--- src/rtl/sigin_prescaler.sv ---
// sigin_prescaler
//   Frequency-meter input front end: synchronises the raw sigin, detects its
//   rising edges and divides the edge rate by 10^range. Produces a divided
//   square wave (o_sigin), a one-cycle strobe per divided period (o_edge) and
//   a ready flag once a full divided period has been seen.
//   Optional glitch filter: define SIGIN_FILTER_EN to require FILT_LEN
//   consecutive identical synchronised samples before a level is accepted.
module sigin_prescaler #(
    parameter int STAGES   = 2,
    parameter int NRANGE   = 4,
    parameter int RANGE_W  = 2,
    parameter int CNT_W    = 10,
    parameter int FILT_LEN = 4
) (
    input  logic               clk,
    input  logic               rst_n,
    input  logic               sigin,
    input  logic [RANGE_W-1:0] range,
    output logic               o_sigin,
    output logic               o_edge,
    output logic               o_ready
);

    // Terminal count per range: range k toggles every 5*10^(k-1) rises.
    typedef logic [NRANGE-1:0][CNT_W-1:0] tc_tab_t;

    function automatic tc_tab_t build_tc();
        tc_tab_t t;
        longint  p;
        t = '0;
        p = 5;
        for (int k = 1; k < NRANGE; k++) begin
            t[k] = CNT_W'(p - 1);
            p    = p * 10;
        end
        return t;
    endfunction

    localparam tc_tab_t TC = build_tc();
    localparam logic [RANGE_W-1:0] RANGE_MAX = RANGE_W'(NRANGE - 1);

    logic [STAGES-1:0]  sync_q;
    logic               lvl;
    logic               lvl_d;
    logic               rise;
    logic [RANGE_W-1:0] range_c;
    logic [RANGE_W-1:0] range_q;
    logic               range_chg;
    logic [CNT_W-1:0]   tc_sel;
    logic [CNT_W-1:0]   cnt;

    // Metastability synchroniser for the asynchronous input.
    always_ff @(posedge clk or negedge rst_n) begin
        if (!rst_n) sync_q <= '0;
        else        sync_q <= {sync_q[STAGES-2:0], sigin};
    end

`ifdef SIGIN_FILTER_EN
    // History of the previous FILT_LEN-1 synchronised samples; together with
    // the current sample it forms the FILT_LEN-long acceptance window.
    logic [FILT_LEN-2:0] filt_hist;
    logic                filt_lvl;
    logic [FILT_LEN-1:0] filt_win;

    assign filt_win = {filt_hist, sync_q[STAGES-1]};

    // Glitch filter: level changes only after a full window of agreement.
    always_ff @(posedge clk or negedge rst_n) begin
        if (!rst_n) begin
            filt_hist <= '0;
            filt_lvl  <= 1'b0;
        end else begin
            filt_hist <= filt_win[FILT_LEN-2:0];
            if (&filt_win)       filt_lvl <= 1'b1;
            else if (~|filt_win) filt_lvl <= 1'b0;
        end
    end

    assign lvl = filt_lvl;
`else
    assign lvl = sync_q[STAGES-1];
`endif

    // Registered edge detector: rise is a one-cycle strobe per 0->1 of lvl.
    always_ff @(posedge clk or negedge rst_n) begin
        if (!rst_n) begin
            lvl_d <= 1'b0;
            rise  <= 1'b0;
        end else begin
            lvl_d <= lvl;
            rise  <= lvl & ~lvl_d;
        end
    end

    // Out-of-range selects clamp to the slowest decade.
    always_comb begin
        range_c = (range > RANGE_MAX) ? RANGE_MAX : range;
    end

    assign range_chg = (range_c != range_q);

    // Terminal-count lookup for the active range (entry 0 unused in bypass).
    always_comb begin
        tc_sel = '0;
        for (int k = 0; k < NRANGE; k++) begin
            if (range_q == RANGE_W'(k)) tc_sel = TC[k];
        end
    end

    // Range register; a change restarts the divider on the next cycle.
    always_ff @(posedge clk or negedge rst_n) begin
        if (!rst_n) range_q <= '0;
        else        range_q <= range_c;
    end

    // Half-period counter: counts rises, clears at terminal count or on a
    // range change (a coincident rise is dropped so no partial count leaks).
    always_ff @(posedge clk or negedge rst_n) begin
        if (!rst_n)                       cnt <= '0;
        else if (range_chg)               cnt <= '0;
        else if (range_q != '0 && rise) begin
            if (cnt == tc_sel)            cnt <= '0;
            else                          cnt <= cnt + 1'b1;
        end
    end

    // Divided output and strobe; bypass mirrors the conditioned level.
    always_ff @(posedge clk or negedge rst_n) begin
        if (!rst_n) begin
            o_sigin <= 1'b0;
            o_edge  <= 1'b0;
        end else begin
            o_edge <= 1'b0;
            if (range_chg) begin
                o_sigin <= 1'b0;
            end else if (range_q == '0) begin
                o_sigin <= lvl_d;
                o_edge  <= rise;
            end else if (rise && cnt == tc_sel) begin
                o_sigin <= ~o_sigin;
                o_edge  <= ~o_sigin;
            end
        end
    end

    // Ready: latched on the first strobe since reset or the last range change.
    always_ff @(posedge clk or negedge rst_n) begin
        if (!rst_n)         o_ready <= 1'b0;
        else if (range_chg) o_ready <= 1'b0;
        else if (range_q == '0) begin
            if (rise)       o_ready <= 1'b1;
        end else if (rise && cnt == tc_sel && !o_sigin) begin
            o_ready <= 1'b1;
        end
    end

endmodule

--- config.mk ---
export PLATFORM = sky130hd
export DESIGN_NAME = sigin_prescaler
export DESIGN_NICKNAME = d
export VERILOG_FILES = /design/src/rtl/sigin_prescaler.sv
export SDC_FILE = /design/constraint.sdc
export NUM_CORES = 1
export LEC_CHECK = 0
export CAP_MARGIN = 30
export CORE_ASPECT_RATIO = 1.2
export CORE_MARGIN = 4
export CORE_UTILIZATION = 45
export DETAILED_ROUTE_END_ITERATION = 12
export GPL_TIMING_DRIVEN = 0
export PLACE_DENSITY_LB_ADDON = 0.08
export SLEW_MARGIN = 30
export SYNTH_ARGS = -nofsm -noshare
export SYNTH_HDL_FRONTEND = slang
export SYNTH_SLANG_ARGS = --single-unit
export TNS_END_PERCENT = 5
--- constraint.sdc ---
create_clock -name clk -period 5.8 [get_ports clk]
set_input_delay 0.58 -clock clk [delete_from_list [all_inputs] [get_ports clk]]
set_output_delay 0.58 -clock clk [all_outputs]
set_load 0.02 [all_outputs]
-- Word-level counts from Yosys, hierarchy flattened
Index checks and enable logic that the tools add are counted.
- register bits: 19
- latch bits: 0
- bits in writable memories: 0
- memory bits (read-only): 0
- bits of input ports: 5
- output and inout port bits: 3
- word-level logic and storage cells: 46
- memories: 0
- add/subtract/negate cells: 1
- multipliers: 0
- divide/modulo/power cells: 0
- $lt $le $gt $ge: 1
- equal/unequal tests: 6
- shift-type cells: 0
- multiplexer cells: 17
- bitwise operators: 3
- reductions and logical operators: 10
- operator list (operator ; count):
    10-bit 2-to-1 mux ; 5
    10-bit by 1-bit adder with 10-bit output, second input constant ; 1
    10-bit == test ; 1
    1-bit 2-to-1 mux ; 10
    3-bit nonzero test ; 2
    2-bit == test, second input constant ; 2
    2-bit nonzero test ; 2
    1-bit logical AND ; 3
    3-bit 2-to-1 mux ; 1
    3-bit inequality test, second input constant ; 1
    2-bit by 1-bit == test with 1-bit output, second input constant ; 1
    2-bit > comparator, second input constant ; 1
    2-bit logical NOT ; 1
    2-bit 2-to-1 mux ; 1
    2-bit inequality test ; 1
    1-bit NOT ; 2
    2-bit AND reduction ; 1
    1-bit AND ; 1
    1-bit logical NOT ; 1

-- Longest topological paths before layout
- word-level depth: 10
- gate-level depth with buffers: 7
- gate-level depth less buffers: 6

-- Least setup slack after synthesis
No wires, ideal clock.
- path type: register -> register
- start point: reg range_q[0]
- end point: reg cnt[5]
- arrival: 1959 ps
- data required time: 5679 ps
- slack: 3720 ps
- stages on the path, launching flop included: 8
- period minus slack after synthesis: 2080 ps
- cell sequence: dfrtp_1 -> buf_6 -> or4_1 -> a21o_1 -> a2111oi_4 -> buf_6 -> o31ai_1 -> a22o_1
- word-level cells in the longest chain between the ends: 8
- RTL lines (element ; RTL line ; source):
    start, declared ; 47 ; logic [RANGE_W-1:0] range_q;
    start signal, assigned ; 113 ; else range_q <= range_c;
    2-bit by 1-bit == test with 1-bit output ; 106 ; if (range_q == RANGE_W'(k)) tc_sel = TC[k];
    3-bit 2-to-1 mux ; 106 ;
    10-bit 2-to-1 mux (2 in a row) ; 106 ;
    10-bit == test ; 122 ; if (cnt == tc_sel) cnt <= '0;
    10-bit 2-to-1 mux ; 122 ;
    10-bit 2-to-1 mux ; 121 ; else if (range_q != '0 && rise) begin
    10-bit 2-to-1 mux ; 120 ; else if (range_chg) cnt <= '0;
    end signal, assigned ; 123 ; else cnt <= cnt + 1'b1;
    end, declared ; 50 ; logic [CNT_W-1:0] cnt;
Parallel ways exist; a longest one is shown, timed or not. The select of a mux whose other input is x is not followed.
A chain may end at the register's enable or synchronous reset.

-- Final worst setup path
- start point: reg range_q[0]
- end point: reg cnt[6]
The elaborated chain is that of the path after synthesis.

==> out/results.tsv <==
stage	metric	value	unit
outcome	outcome	completed	
floorplan	number of I/O pins	8	
floorplan	FP Rows	18	
place	global placement routability congestion	0.7917	
pwr	Flop pwr share	57.5	%
sta	fin crit share	37.97	%
logic_synthesis	syn_nets	114	
grt	largest net degree at the start of global routing	20	
worst_setup_path	R2R depth	7	
pwr	Sw Ratio	27.44	%
floorplan	die height	60.75	um
grt	first-pass GRT wire length	3.919	mm
sta	TNS Setup	0	ns
sta	worst hold slack	0.1838	ns
worst_setup_path	WP data arrival	2.41	ns
floorplan	Core Box Area	2140	um^2
routing	DRC	0	
place	PortBufs	7	
sta	Max-slew headroom	70.07	%
clock_network	Clk Latency, worst-skew pair	0.31	ns
worst_setup_path	critical path startpoint category	flip-flop	
clock_network	CTS tree	built	
worst_setup_path	Slowest-stage cell, CP	or4_1	
routing	Via density	5.933	
sta	skew final	0.002484	ns
layout	layout cells sized above 1	7.563	%
pwr	overall power	0.2394	mW
logic_synthesis	Distinct cells, synth	34	
routing	Routed WL per cell	14.99	um
sta	Slew @ Worst Pin	0.4489	ns
clock_network	CTS clk-pin slew, worst paths	0.11	ns
logic_synthesis	fraction of registers with async set/reset	100.0	%
floorplan	DIE AREA	3157	um^2
sta	final setup fails	0	
clock_network	Post-CTS Resized	0	
logic_synthesis	Synth Area in XOR/XNOR	1.679	%
clock_network	setup repair bufs after CTS	0	
layout	Final Instance Count excl. Fillers	149	
worst_setup_path	Critical Path Sink Type	flip-flop	
worst_setup_path	Largest stage delay, worst path	0.49	ns
routing	DR iter-0 viols	36	
grt	initial antenna violation count	0	
routing	total number of vias	884	
worst_setup_path	required time of the worst setup path	6.01	ns
routing	DR pass1 iterations	4	
worst_hold_path	HP Class	in2async	
worst_setup_path	r2r setup slk	3.60	ns
pwr	Combinational Power Share	13.1	%
logic_synthesis	post-synthesis sequential area ratio	45.56	%
layout	Area Overhead vs Synth	12.47	%
worst_setup_path	R2R Path Start	range_q[0]$_DFF_PN0_	
place	post-DP HPWL	1.569	mm
clock_network	clk sinks	19	
logic_synthesis	largest family of logic cells by synthesized area	simple AND/OR/NAND/NOR gates	
pwr	cell internal pwr	0.1737	mW
grt	GRT Overall Usage	16.88	%
layout	diode count	0	
run	Max-Cap Viols	0	
worst_setup_path	capture point of the worst reg-to-reg path	cnt[6]$_DFFE_PN0P_	
pwr	peak supply drop	162.0	uV
clock_network	cts bufs inserted	3	
grt	GRT Residual Overflow	0	
sta	fmax	454.1	MHz
place	placed instance count	145	
worst_setup_path	crit-path cells	buf_6, or4_1, a21o_1, a2111oi_4, buf_6, o31ai_1, a22o_1	
layout	commonest non-fill, non-tap cell in the layout	dfrtp_1	
pwr	Leak	0.4856	nW
sta	unrepaired setup endpoints after global routing	false	
worst_setup_path	critical path type	reg2reg	
layout	nets	126	
logic_synthesis	mapped cell area	1044	um^2
routing	Post-DRT Antenna Nets	0	
floorplan	Initial Util	48.77	%
logic_synthesis	post-synthesis compound-gate area fraction	23.26	%
grt	number of global-route vias before repair	799	
routing	Detailed Route WL	2.233	mm
pwr	pwr/cell area	204.0	nW/um^2
pwr	net switching power	0.06569	mW
sta	min cycle time layout	2.202	ns
logic_synthesis	synthesized flop and latch total	19	
logic_synthesis	Mapped Cells	108	
clock_network	clock buffer depth	2	
clock_network	Root Buffer Master	clkbuf_4	
worst_setup_path	cell mode on critical path	buf_6	
logic_synthesis	post-synthesis mux area share	0.9592	%
layout	most frequent cells in the layout	19 x dfrtp_1, 11 x nand2_1, 10 x nor2_1	
logic_synthesis	Synth Area in Simple Gates	24.10	%
logic_synthesis	Post-synth EDFFs	0	
floorplan	Die Wd	51.96	um
logic_synthesis	Yosys Warn Count	0	
sta	final hold violation count	0	
clock_network	CTS Hold Buffers Added	0	
logic_synthesis	adder-cell share of the synthesized area	1.199	%
clock_network	CTS H-Tree Depth	1	
worst_setup_path	Max FO, Critical Path	10	
pwr	Clock power frac	29.3	%
layout	# fillers	194	
logic_synthesis	Avg Cell Area, Syn	9.662	um^2
logic_synthesis	top_reg_cell synth	dfrtp_1	
sta	Slew Limit Fails	0	
[worst max path at each step]
stage,startpoint,to,depth (start not counted)
floorplan,range_q[0]$_DFF_PN0_,cnt[5]$_DFFE_PN0P_,7
global placement,range[0],cnt[2]$_DFFE_PN0P_,6
detailed placement,range[0],cnt[6]$_DFFE_PN0P_,6
CTS,range_q[0]$_DFF_PN0_,cnt[5]$_DFFE_PN0P_,7
global route,range_q[0]$_DFF_PN0_,cnt[6]$_DFFE_PN0P_,7
finish,range_q[0]$_DFF_PN0_,cnt[6]$_DFFE_PN0P_,7
[state kept, by name, summed over array words and instances (netlist names)]
signal / count
cnt: 10
range_q: 2
sync_q: 2
lvl_d: 1
o_edge: 1
o_ready: 1
o_sigin: 1
rise: 1
[metrics by stage]
stage	setup slack [ns]	utilization (%)	instance area (um^2)
floorplan	3.720	-	1044
global placement	3.401	53.80	1151
detailed placement	3.383	53.80	1151
CTS	3.601	55.09	1179
global route	3.454	54.85	1174
finish	3.598	54.85	1174
[Yosys cell counts, types with 2 or more instances]
cell type   n  area [um^2]
a211oi_1    2        15.01
and3_1      3        18.77
o21ai_0     2        10.01
inv_1       2        7.510
nor2_1     10        37.54
a21o_1      2        15.01
xnor2_1     2        17.52
dfrtp_1    19        475.5
and2_1      3        18.77
or4_1       2        15.01
a21oi_1     6        30.03
nor3_1      5        25.02
nand2_1    11        41.29
buf_6       2        22.52
nor2b_1     3        18.77
o31ai_1     7        52.55
nand3_1     4        20.02
nor4_1      3        18.77
a22o_1      5        43.79
[metal layers]
layer / global-route usage, % / vias to the layer above / wire length, um
met5: 0 / - / 0
met4: 8.989 / 0 / 43
met3: 2.703 / 5 / 159
met2: 24.06 / 52 / 1016
met1: 24.46 / 401 / 1014
li1: - / 426 / -
[critical path, delay by kind of cell, from the launching register on]
kind	cells	cell delay [ns]
AOI/OAI and AO/OA	4	0.89
and+or+nand+nor	1	0.49
DFF	1	0.39
buffers and inverters	2	0.33
[cell type report]
type / count / area [um^2] / area share [%]
Inverter: 2 / 7.507 / 0.6397
Tap cell: 30 / 37.54 / 3.198
Clock inverter: 1 / 5.005 / 0.4264
Clock buffer: 3 / 22.52 / 1.919
Multi-Input combinational cell: 84 / 534.3 / 45.52
Sequential cell: 19 / 475.5 / 40.51
Buffer: 3 / 26.28 / 2.239
Timing Repair Buffer: 7 / 65.06 / 5.544
[logic make-up (layout without fill, tap and decap cells)]
kind of cell	Yosys count	count (layout)
AO/OA/AOI/OAI	31	31
XOR/XNOR	2	2
adder cells (fa/ha/maj)	1	1
buffers and inverters	5	16
flip-flops	19	19
multiplexers	1	1
AND/OR/NAND/NOR	49	49
[power by group through the flow]
| stage | combinational, mW | sequential (mW) | clock (mW) |
|---|---|---|---|
| detailed placement | 0.0316 | 0.140 | 0 |
| finish | 0.0314 | 0.138 | 0.0703 |
| global route | 0.0353 | 0.138 | 0.0775 |
| global placement | 0.0311 | 0.140 | 0 |
| floorplan | 0.0195 | 0.140 | 0 |
| CTS | 0.0319 | 0.138 | 0.0722 |
Power figures use the tool's default switching activity.
